==> src/rtl/seg_scan_pkg.sv <==
// Shared types, constants and helpers for the 7-segment scan controller.
// Optional feature macro: DIMMING_EN (adds per-slot brightness control).
package seg_scan_pkg;

  localparam int unsigned MAX_DIGITS = 8;
  localparam int unsigned SEG_W      = 8;

  typedef enum logic {
    S_BLANK = 1'b0,
    S_ON    = 1'b1
  } scan_state_e;

  localparam logic [SEG_W-1:0] SEG_BLANK = 8'h00;
  localparam logic [SEG_W-1:0] SEG_ERR   = 8'h02;

  // Segment glyphs {a,b,c,d,e,f,g,dp}; non-BCD codes show a dash.
  localparam logic [SEG_W-1:0] GLYPH_TBL [16] = '{
    8'hFC, 8'h60, 8'hDA, 8'hF2, 8'h66, 8'hB6, 8'hBE, 8'hE0,
    8'hFE, 8'hF6, SEG_ERR, SEG_ERR, SEG_ERR, SEG_ERR, SEG_ERR, SEG_ERR
  };

  // Active-low one-hot select; digit idx maps to bit (width-1-idx).
  function automatic logic [MAX_DIGITS-1:0] com_onehot_n(input logic [2:0] idx,
                                                         input int unsigned width);
    logic [MAX_DIGITS-1:0] res;
    res = '1;
    res[3'(width - 32'd1 - 32'(idx))] = 1'b0;
    return res;
  endfunction

endpackage

==> src/rtl/seg_scan_ctrl_if.sv <==
// Host/pin bundle of the scan controller; slave side is the controller.
interface seg_scan_ctrl_if #(
  parameter int unsigned NUM_DIGITS = 8
) ();

  logic                      upd_req;
  logic [4*NUM_DIGITS-1:0]   upd_data;
  logic [NUM_DIGITS-1:0]     digit_en;
`ifdef DIMMING_EN
  logic [3:0]                bright;
`endif
  logic                      upd_ack;
  logic                      frame_tick;
  logic [NUM_DIGITS-1:0]     seg_com;
  logic [7:0]                seg_data;

  modport master (
    output upd_req, upd_data, digit_en,
`ifdef DIMMING_EN
    output bright,
`endif
    input  upd_ack, frame_tick, seg_com, seg_data
  );

  modport slave (
    input  upd_req, upd_data, digit_en,
`ifdef DIMMING_EN
    input  bright,
`endif
    output upd_ack, frame_tick, seg_com, seg_data
  );

endinterface

==> src/rtl/seg_glyph_dec.sv <==
// Combinational BCD nibble to 7-segment pattern lookup.
module seg_glyph_dec
  import seg_scan_pkg::*;
(
  input  logic [3:0]       bcd,
  output logic [SEG_W-1:0] seg_c
);

  // Table lookup; codes 10..15 resolve to the error dash.
  assign seg_c = GLYPH_TBL[bcd];

endmodule

==> src/rtl/seg_scan_ctrl.sv <==
// Time-multiplexed scan scheduler for an N-digit common-cathode display.
// Each slot: blank gap then lit window; digit store is double-buffered and
// host updates commit only at frame end.
// Optional feature macro: DIMMING_EN (input bright shortens the lit window).
module seg_scan_ctrl
  import seg_scan_pkg::*;
#(
  parameter int unsigned NUM_DIGITS = 8,
  parameter int unsigned SCAN_DIV   = 1000,
  parameter int unsigned BLANK_CYC  = 16
) (
  input logic            clk,
  input logic            rst,
  seg_scan_ctrl_if.slave bus
);

  localparam int unsigned CNT_W  = $clog2(SCAN_DIV);
  localparam int unsigned IDX_W  = (NUM_DIGITS > 1) ? $clog2(NUM_DIGITS) : 1;
  localparam int unsigned DATA_W = 4 * NUM_DIGITS;
  localparam int unsigned ON_CYC = SCAN_DIV - BLANK_CYC;

  scan_state_e             state_q;
  logic [CNT_W-1:0]        cnt_q;
  logic [IDX_W-1:0]        idx_q;
  logic [DATA_W-1:0]       active_q;
  logic [DATA_W-1:0]       shadow_q;
  logic                    pending_q;
  logic                    upd_ack_q;
  logic                    frame_tick_q;
  logic [NUM_DIGITS-1:0]   seg_com_q;
  logic [SEG_W-1:0]        seg_data_q;

  logic                    slot_end_c;
  logic                    last_slot_c;
  logic                    blank_end_c;
  logic [3:0]              cur_bcd_c;
  logic                    cur_en_c;
  logic [SEG_W-1:0]        glyph_c;
  logic [MAX_DIGITS-1:0]   com_c;
  logic                    dim_lit_c;
  logic                    lit_c;
  logic                    commit_c;

  assign slot_end_c  = (cnt_q == CNT_W'(SCAN_DIV - 1));
  assign last_slot_c = (idx_q == IDX_W'(NUM_DIGITS - 1));
  assign blank_end_c = (cnt_q == CNT_W'(BLANK_CYC - 1));

  // Select the active nibble and enable bit of the current slot.
  always_comb begin
    cur_bcd_c = 4'h0;
    cur_en_c  = 1'b0;
    for (int i = 0; i < int'(NUM_DIGITS); i++) begin
      if (idx_q == IDX_W'(i)) begin
        cur_bcd_c = active_q[4*i +: 4];
        cur_en_c  = bus.digit_en[i];
      end
    end
  end

  seg_glyph_dec u_glyph_dec (
    .bcd   (cur_bcd_c),
    .seg_c (glyph_c)
  );

  assign com_c = com_onehot_n(3'(idx_q), NUM_DIGITS);

`ifdef DIMMING_EN
  logic [3:0]  bright_q;
  logic [31:0] lit_len_c;
  logic [31:0] on_k_c;

  assign lit_len_c = ((32'(bright_q) + 32'd1) * ON_CYC) >> 4;
  assign on_k_c    = 32'(cnt_q) - BLANK_CYC;
  assign dim_lit_c = (on_k_c < lit_len_c);

  // Brightness is frozen for a slot at its blank-to-lit transition.
  always_ff @(posedge clk or negedge rst) begin
    if (!rst) begin
      bright_q <= 4'h0;
    end else if ((state_q == S_BLANK) && blank_end_c) begin
      bright_q <= bus.bright;
    end
  end
`else
  assign dim_lit_c = 1'b1;
`endif

  assign lit_c    = (state_q == S_ON) && cur_en_c && dim_lit_c;
  assign commit_c = frame_tick_q && (pending_q || bus.upd_req);

  // Slot counter, digit index and blank/on phase FSM.
  always_ff @(posedge clk or negedge rst) begin
    if (!rst) begin
      state_q <= S_BLANK;
      cnt_q   <= '0;
      idx_q   <= '0;
    end else begin
      if (slot_end_c) begin
        cnt_q <= '0;
        idx_q <= last_slot_c ? '0 : idx_q + IDX_W'(1);
      end else begin
        cnt_q <= cnt_q + CNT_W'(1);
      end
      case (state_q)
        S_BLANK: if (blank_end_c) state_q <= S_ON;
        S_ON:    if (slot_end_c)  state_q <= S_BLANK;
        default: state_q <= S_BLANK;
      endcase
    end
  end

  // Shadow capture and frame-boundary commit; a request landing on the
  // commit cycle bypasses the shadow so the newest data wins.
  always_ff @(posedge clk or negedge rst) begin
    if (!rst) begin
      active_q  <= '0;
      shadow_q  <= '0;
      pending_q <= 1'b0;
      upd_ack_q <= 1'b0;
    end else begin
      upd_ack_q <= commit_c;
      if (frame_tick_q) begin
        pending_q <= 1'b0;
        if (bus.upd_req) begin
          active_q <= bus.upd_data;
          shadow_q <= bus.upd_data;
        end else if (pending_q) begin
          active_q <= shadow_q;
        end
      end else if (bus.upd_req) begin
        shadow_q  <= bus.upd_data;
        pending_q <= 1'b1;
      end
    end
  end

  // Pin registers: one cycle behind the scan position.
  always_ff @(posedge clk or negedge rst) begin
    if (!rst) begin
      frame_tick_q <= 1'b0;
      seg_com_q    <= '1;
      seg_data_q   <= SEG_BLANK;
    end else begin
      frame_tick_q <= slot_end_c && last_slot_c;
      seg_com_q    <= lit_c ? com_c[NUM_DIGITS-1:0] : '1;
      seg_data_q   <= lit_c ? glyph_c : SEG_BLANK;
    end
  end

  assign bus.upd_ack    = upd_ack_q;
  assign bus.frame_tick = frame_tick_q;
  assign bus.seg_com    = seg_com_q;
  assign bus.seg_data   = seg_data_q;

endmodule

==> src/flat_wrapper.sv <==
// flat-port wrapper written by rule: the top's interface ports become plain ports
module seg_scan_ctrl_flat import seg_scan_pkg::*;
#(
  parameter int unsigned NUM_DIGITS = 8,
  parameter int unsigned SCAN_DIV   = 1000,
  parameter int unsigned BLANK_CYC  = 16
)
  (clk, rst, bus_upd_req, bus_upd_data, bus_digit_en, bus_upd_ack, bus_frame_tick, bus_seg_com, bus_seg_data);
  seg_scan_ctrl_if #(.NUM_DIGITS(NUM_DIGITS)) bus_i ();
  input logic clk;
  input logic rst;
  input wire logic [$bits(bus_i.upd_req)-1:0] bus_upd_req;
  input wire logic [$bits(bus_i.upd_data)-1:0] bus_upd_data;
  input wire logic [$bits(bus_i.digit_en)-1:0] bus_digit_en;
  output wire logic [$bits(bus_i.upd_ack)-1:0] bus_upd_ack;
  output wire logic [$bits(bus_i.frame_tick)-1:0] bus_frame_tick;
  output wire logic [$bits(bus_i.seg_com)-1:0] bus_seg_com;
  output wire logic [$bits(bus_i.seg_data)-1:0] bus_seg_data;
  assign bus_i.upd_req = bus_upd_req;
  assign bus_i.upd_data = bus_upd_data;
  assign bus_i.digit_en = bus_digit_en;
  assign bus_upd_ack = bus_i.upd_ack;
  assign bus_frame_tick = bus_i.frame_tick;
  assign bus_seg_com = bus_i.seg_com;
  assign bus_seg_data = bus_i.seg_data;
  seg_scan_ctrl #(.NUM_DIGITS(NUM_DIGITS), .SCAN_DIV(SCAN_DIV), .BLANK_CYC(BLANK_CYC)) u_core (.clk(clk), .rst(rst), .bus(bus_i));
endmodule
==> config.mk <==
export PLATFORM = sky130hd
export DESIGN_NAME = seg_scan_ctrl_flat
export DESIGN_NICKNAME = d
export VERILOG_FILES = /design/src/rtl/seg_scan_pkg.sv /design/src/rtl/seg_scan_ctrl_if.sv /design/src/rtl/seg_glyph_dec.sv /design/src/rtl/seg_scan_ctrl.sv /design/src/flat_wrapper.sv
export SDC_FILE = /design/constraint.sdc
export NUM_CORES = 1
export LEC_CHECK = 0
export CAP_MARGIN = 40
export CORE_MARGIN = 2
export CORE_UTILIZATION = 45
export DETAILED_ROUTE_END_ITERATION = 6
export PLACE_DENSITY = 0.67
export SLEW_MARGIN = 15
export SYNTH_ARGS = -nofsm -noshare
export SYNTH_HDL_FRONTEND = slang
export SYNTH_HIERARCHICAL = 1
export SYNTH_SLANG_ARGS = --single-unit
==> constraint.sdc <==
create_clock -name clk -period 3.85 [get_ports clk]
set_input_delay 0.77 -clock clk [delete_from_list [all_inputs] [get_ports clk]]
set_output_delay 0.77 -clock clk [all_outputs]
set_load 0.1 [all_outputs]
Word level (Yosys, flattened, before mapping)
Memory sizes are Yosys's and may differ from the RTL's.
Cells that the tools add are included.
{"block": "word_totals", "regBits": 97, "rom_bits": 128, "in_bits": 43, "output_inout_bits": 18, "word_cells": 69, "mem_count": 1}
{"name": "(name not given)", "words": 16, "width": 8, "rd": 1, "rd_clocked_by_memory_dff": 0, "write_ports": 0, "line_no": "seg_glyph_dec.sv:10", "source": "assign seg_c = GLYPH_TBL[bcd];"}
{"block": "classes", "n_addsub": 3, "n_lt_le_gt_ge": 3, "n_eq_ne": 9, "mux": 31, "n_bitwise": 3, "n_reduce_logical": 9}
{"op": "$mux 32", "count": 2}
{"op": "$mux 4", "count": 8}
{"op": "$mux 8", "count": 4}
{"op": "$mux 1", "count": 13}
{"op": "$eq 3x3->1 const B", "count": 4}
{"op": "$add 10x1->10 const B", "count": 1}
{"op": "$eq 10x10->1 const B", "count": 1}
{"op": "$eq 10x4->1 const B", "count": 1}
{"op": "$mux 10", "count": 1}
{"op": "$not 8->8", "count": 1}
{"op": "$eq 3x2->1 const B", "count": 2}
{"op": "$ge 5x5->1 const B", "count": 1}
{"op": "$not 4->5", "count": 1}
{"op": "$logic_and 1x1->1", "count": 4}
{"op": "$lt 3x4->1 const B", "count": 1}
{"op": "$reduce_bool 2->1", "count": 2}
{"op": "$add 3x1->3 const B", "count": 1}
{"op": "$demux 1 s3", "count": 1}
{"op": "$eq 3x1->1 const B", "count": 1}
{"op": "$ge 3x1->1 const B", "count": 1}
{"op": "$logic_not 3->1", "count": 1}
{"op": "$mux 3", "count": 1}
{"op": "$sub 3x3->3 const A", "count": 1}
{"op": "$pmux 1 s2", "count": 1}
{"op": "other kinds (3)", "count": 3}

Longest topological paths before layout
{"block": "depth", "word_depth": 14, "mapped_depth": 14, "ltp_nobuf": 12}

Modules after synthesis
Netlist, hierarchy kept.
{"mod": "seg_scan_ctrl", "instances": 1, "cells_per_inst": 347, "area_each_um2": 4290.4, "seq_area_each_um2": 2437.3}
{"mod": "seg_glyph_dec", "instances": 1, "cells_per_inst": 31, "area_each_um2": 239.0, "seq_area_each_um2": 0.0}

Worst setup path after synthesis
OpenSTA, ideal clock, no wires.
{"block": "synth_timing", "path_kind": "reg2reg", "start": "register u_core.idx_q[0]", "end": "register u_core.seg_data_q[4], in the netlist u_core/bus.seg_data[4]", "setup_ns": 0.077, "arrival_time_ns": 2.650, "required_ns": 3.773, "path_slack_ns": 1.122, "stages_incl_launch_ff": 14, "path_buffers": 1, "period_less_slack_ns": 2.728, "path_cell_list": "dfrtp_1 -> ha_1 -> ha_1 -> buf_2 -> nor2_1 -> o21ai_0 -> o2111ai_1 -> a21oi_1 -> inv_1 -> ha_1 -> mux2_2 -> o22ai_1 -> nand2_1 -> a21oi_1"}
{"block": "synth_via", "elab_chain_len": 14, "word_cells_on_any_way": 30, "classes_between": "eq/ne: 7; mux: 19; bitwise: 1; reduce/logical: 2; memory: 1"}
{"element": "start, declared", "line_no": "seg_scan_ctrl.sv:24", "source": "logic [IDX_W-1:0] idx_q;"}
{"element": "start signal, assigned", "line_no": "seg_scan_ctrl.sv:100", "source": "idx_q <= last_slot_c ? '0 : idx_q + IDX_W'(1);"}
{"element": "$logic_not 3->1", "line_no": "seg_scan_ctrl.sv:53", "source": "if (idx_q == IDX_W'(i)) begin"}
{"element": "$mux 4 (7 in a row)", "line_no": "seg_scan_ctrl.sv:53"}
{"element": "$mux 4 *", "line_no": "seg_scan_ctrl.sv:53"}
{"element": "net u_core.cur_bcd_c[1]", "line_no": "seg_scan_ctrl.sv:36", "source": "logic [3:0] cur_bcd_c;"}
{"element": "$not 4->5 (not written as such) *", "line_no": "seg_glyph_dec.sv:10"}
{"element": "$mem_v2 16x8 *"}
{"element": "$mux 8 (not written as such) * (2 in a row)", "line_no": "seg_glyph_dec.sv:10"}
{"element": "net u_core.glyph_c[4]", "line_no": "seg_scan_ctrl.sv:38", "source": "logic [SEG_W-1:0] glyph_c;"}
{"element": "$mux 8 *", "line_no": "seg_scan_ctrl.sv:146", "source": "seg_data_q <= lit_c ? glyph_c : SEG_BLANK;"}
{"element": "end signal, assigned", "line_no": "seg_scan_ctrl.sv:146"}
{"element": "end, declared", "line_no": "seg_scan_ctrl.sv:31", "source": "logic [SEG_W-1:0] seg_data_q;"}
The timed path passes the listed nets; every way through them passes the cells marked *. The select of a mux whose other input is x is not followed.
A chain may end at the register's enable or synchronous reset.

Final worst setup path
Same ends and word-level chain as after synthesis.

==> results.md <==
- The arrival time reported for the critical path endpoint is 3.65 ns.
- The critical path class is flip-flop to flip-flop.
- Summed over all cells, the static leakage comes to 2.541 nW.
- The post-placement worst setup slack is 0.5632 ns.
- After the first detailed-routing iteration, the DRC count stood at 165.
- Of the total synthesized cell area, the portion taken by full adders, half adders and majority gates is 0.03591.
- The deepest level of the CTS H-tree is 3.
- The number of port buffers is 60.
- After the flow finishes, the layout carries non-filler instances totaling 589.
- The cell area that synthesis handed to floorplanning was 0.004529 mm^2.
- The height of the chip is 104.3 um.
- The final hold violation count is 0.
- After detailed placement, the total cell area comes to 0.005497 mm^2.
- Of the total synthesized cell area, the portion taken by XOR and XNOR cells is 0.01160.
- The number of antenna diodes in the final layout is 0.
- The part of the cycle the worst path needs is 0.8735.
- The effective utilization at floorplan is 0.4634.
- The number of distinct library cells after synthesis is 51.
- The number of violations of the max-capacitance limit is 0.
- The most frequent cell on the critical path is ha_1.
- The signal on the critical path passes through ha_1 -> ha_1 -> nand2b_1 -> o21ai_0 -> o2111ai_1 -> a21oi_1 -> inv_1 -> ha_1 -> mux2_2 -> o22ai_1 -> nand2_1 -> a21oi_1.
- Setup repair after global routing left no endpoint under its margin.
- The delay of the slowest critical-path stage is 0.50 ns.
- STA puts the critical path data required time at 4.13 ns.
- The number of global-route vias before repair was 3,124.
- At the later pin of the worst-skew pair, clock insertion delay measures 0.36 ns.
- The final weighted congestion of routability-driven global placement is 0.8693.
- The total power density per cell area is 350.1 mW/mm^2.
- Derived from the worst setup path, the maximum achievable clock frequency is 0.2973 GHz.
- The proportion of synthesized flip-flops having asynchronous set or reset is 1.000.
- The fraction of the mapped netlist area in compound gates is 0.1163.
- Among all stages on the critical path, the largest delay is contributed by a21oi_1.
- The run finished with clean final reports.
- The mean routed wirelength per cell is 15.21 um.
- Clock-pin slew was measured on the worst setup and hold paths at 0.10 ns.
- The total DRC errors in the routed layout is 0.
- The region available for standard cell placement spans 0.009774 mm^2.
- The final worst setup slack is 0.4869 ns.
- The count of flip-flops with a built-in enable after synthesis is 0.
- The clock root buffer is clkbuf_8.
- The fraction of post-synthesis cell area in the top cell type by area is 0.4917.
- During I/O placement, the number of pins put on the boundary was 61.
- Entering global routing, the biggest net connects 63 pins.
- The worst supply voltage drop on vdd is 0.1580 mV.
- Yosys attributes the largest share of cell area to dfrtp_1 49%, mux2_2 16%, dfstp_2 4.6%.
- The first-pass iteration count of the detailed router is 4.
- Setup violations remaining at the end of the flow were counted as 0.
- The cell count after synthesis came out at 378.
- During synthesis, Yosys emitted a total of 6 warnings.
- Clock skew on the completed layout was measured at 0.01018 ns.
- The worst slack on hold paths is 0.2666 ns.
- The total of fill cells in the finished design is 840.
- In this run the worst path has a maximum fanout of 14.
- The sum of overflow across all layers after global routing is 0.
- After synthesis the netlist holds a flip-flop and latch count of 97.
- The number of nets with antenna violations after routing is 0.
- The total routed wirelength is 8961 um.
- The area overhead of the layout relative to synthesis is 26.55%.
- The clock tree from TritonCTS is done.
- Averaged over all synthesized cells, the footprint is 11.98 um^2.
- The TritonCTS buffer count is 9.
- The share of synthesized area spent on multiplexers is 0.1588.
- The worst setup path is captured at a flip-flop.
- Post-CTS repair changed the size of 0 cells.
- In the final layout, the share of cells above drive strength 1 is 0.2675.
- The number of antenna violations at the first check in global routing is 0.
- The sequential fraction of the synthesis area is 0.5381.
- Adding up every negative setup slack in the final design gives 0 ns.
- Measured on the finished design, the core utilization comes to 0.5864.
- In the global route stage, overall resource usage came out at 0.1776.
- The final layout contains 507 nets.
- The hold buffer count at cts is 0.
- In this run the core area contains 36 standard-cell rows.
- The first global-routing pass estimated 15,460 um of wire.
- Of the total synthesized cell area, the portion taken by AND, OR, NAND and NOR gates is 0.09420.
- In this run the horizontal extent of the chip is 104.3 um.
- The dominant combinational cell family by area after synthesis is multiplexers.
- The number of buffers inserted to repair setup after CTS is 0.
- The final cell area excluding filler cells is 0.005732 mm^2.
- The transition time at the pin with the least slew margin is 0.8834 ns.
- The smallest clock period supported by the final layout is computed as 3.363 ns.
- The number of placed instances with taps included is 573.
- dfrtp_1 takes more of the synthesized area than any other cell.
- Total power for the finished layout comes to 2.007 mW.
- The count of clock tree sinks is 97.
- The area enclosed by the die boundary is 0.01088 mm^2.
- The number of pins exceeding their max-slew limit in the final report was 0.
- Measured against its own limit, the worst slew margin works out to 0.4079.
- The routed via count is 3,057.
- The worst hold path belongs to the class input pin to async pin.
- The synthesized net count is 434.
- The most used flip-flop cell after synthesis is dfrtp_1.
- The via count normalized by instance count is 5.190.
- In this run the deepest clock path goes through 2 buffers.
- Once detailed placement completed, the half-perimeter wirelength came to 6377 um.
- The element type at the critical path start is a flip-flop.
-- worst paths after layout --
kind | from | to | slack, ns | cells past startpoint
worst max-delay path | u_core/idx_q[0]$_DFFE_PN0N_ | u_core/bus.seg_data[4]$_DFF_PN0_ | 0.49 | 12
worst min-delay path | rst | u_core/active_q[2]$_DFFE_PN0P_ | 0.27 | 1
worst max register to register | u_core/idx_q[0]$_DFFE_PN0N_ | u_core/bus.seg_data[4]$_DFF_PN0_ | 0.49 | 12
worst min register to register | u_core/cnt_q[0]$_DFF_PN0_ | u_core/cnt_q[0]$_DFF_PN0_ | 0.46 | 1
max in group asynchronous | rst | u_core/shadow_q[5]$_DFFE_PN0P_ | 2.84 | 3
min in group clk | u_core/cnt_q[0]$_DFF_PN0_ | u_core/cnt_q[0]$_DFF_PN0_ | 0.46 | 1
-- Yosys cell counts (2+ instances only) --
master,number
dfrtp_1,89
mux2_2,63
a21oi_1,21
nand2_1,21
nor2_1,19
inv_1,16
o21ai_0,14
buf_2,13
ha_1,13
nor2b_1,10
dfstp_2,8
a21o_1,6
nand2b_1,6
a211oi_1,5
nand3_1,5
buf_6,4
clkbuf_1,4
o211ai_1,4
o22ai_1,4
a221o_1,3
a31oi_1,3
and2_1,3
nand4_1,3
nor3_1,3
o2111ai_1,3
xnor2_1,3
xor2_1,3
a22o_1,2
and3_1,2
buf_4,2
or2_2,2
or3_1,2
-- area by class of cell --
class / count / area, um^2 / area share
sequential: 97 / 2437 / 0.4252
multi-input combinational: 242 / 1892 / 0.3301
timing repair buffer: 85 / 940.9 / 0.1642
tap: 133 / 166.4 / 0.02903
clock buffer: 10 / 137.6 / 0.02401
clock inverter: 6 / 97.59 / 0.01703
inverter: 16 / 60.06 / 0.01048
-- registers in the layout, indices dropped and copies added, names as in the netlist --
register,count
u_core/idx_q,3
u_core/active_q,32
u_core/cnt_q,10
u_core/bus.frame_tick,1
u_core/shadow_q,32
u_core/bus.upd_ack,1
u_core/pending_q,1
u_core/state_q,1
u_core/bus.seg_data,8
u_core/bus.seg_com,8
-- layout by cell type, fill, tap and decap left out, types with 8 or more instances in the layout --
master	Yosys	final
dfrtp_1	89	89
mux2_2	63	63
clkdlybuf4s50_1	0	59
a21oi_1	21	21
nand2_1	21	21
nor2_1	19	19
buf_8	0	18
inv_1	16	16
o21ai_0	14	14
ha_1	13	13
clkbuf_8	0	10
nor2b_1	10	10
dfstp_2	8	8
-- worst max-delay path, delay by kind of cell, from the launching register on --
family,cells,cell delay (ns)
multiplexers,1,0.27
buffers and inverters,1,0.19
AND/OR/NAND/NOR,2,0.23
flip-flops,1,0.49
AO/OA/AOI/OAI,5,1.17
adder cells (fa/ha/maj),3,0.94
-- metal layers --
layer / GRT usage / wire [um]
met2: 0.2782 / 4357
met1: 0.2431 / 4209
met3: 0.03195 / 274
met5: 0 / 0
met4: 0.07432 / 119
-- cell families (layout without fill, tap and decap cells) --
group	Yosys count	after routing
adder cells (fa/ha/maj)	13	13
AND/OR/NAND/NOR	83	83
buffers and inverters	39	117
other	1	1
multiplexers	64	64
flip-flops	97	97
XOR/XNOR	6	6
AO/OA/AOI/OAI	75	75
-- where the power goes --
group          switching [mW]  internal, mW  leakage, nW
logic                  0.0934        0.0949         1.22
registers             0.00901          1.06         1.20
clock network           0.361         0.393        0.119
No activity file was read; power rests on OpenSTA's default activity.
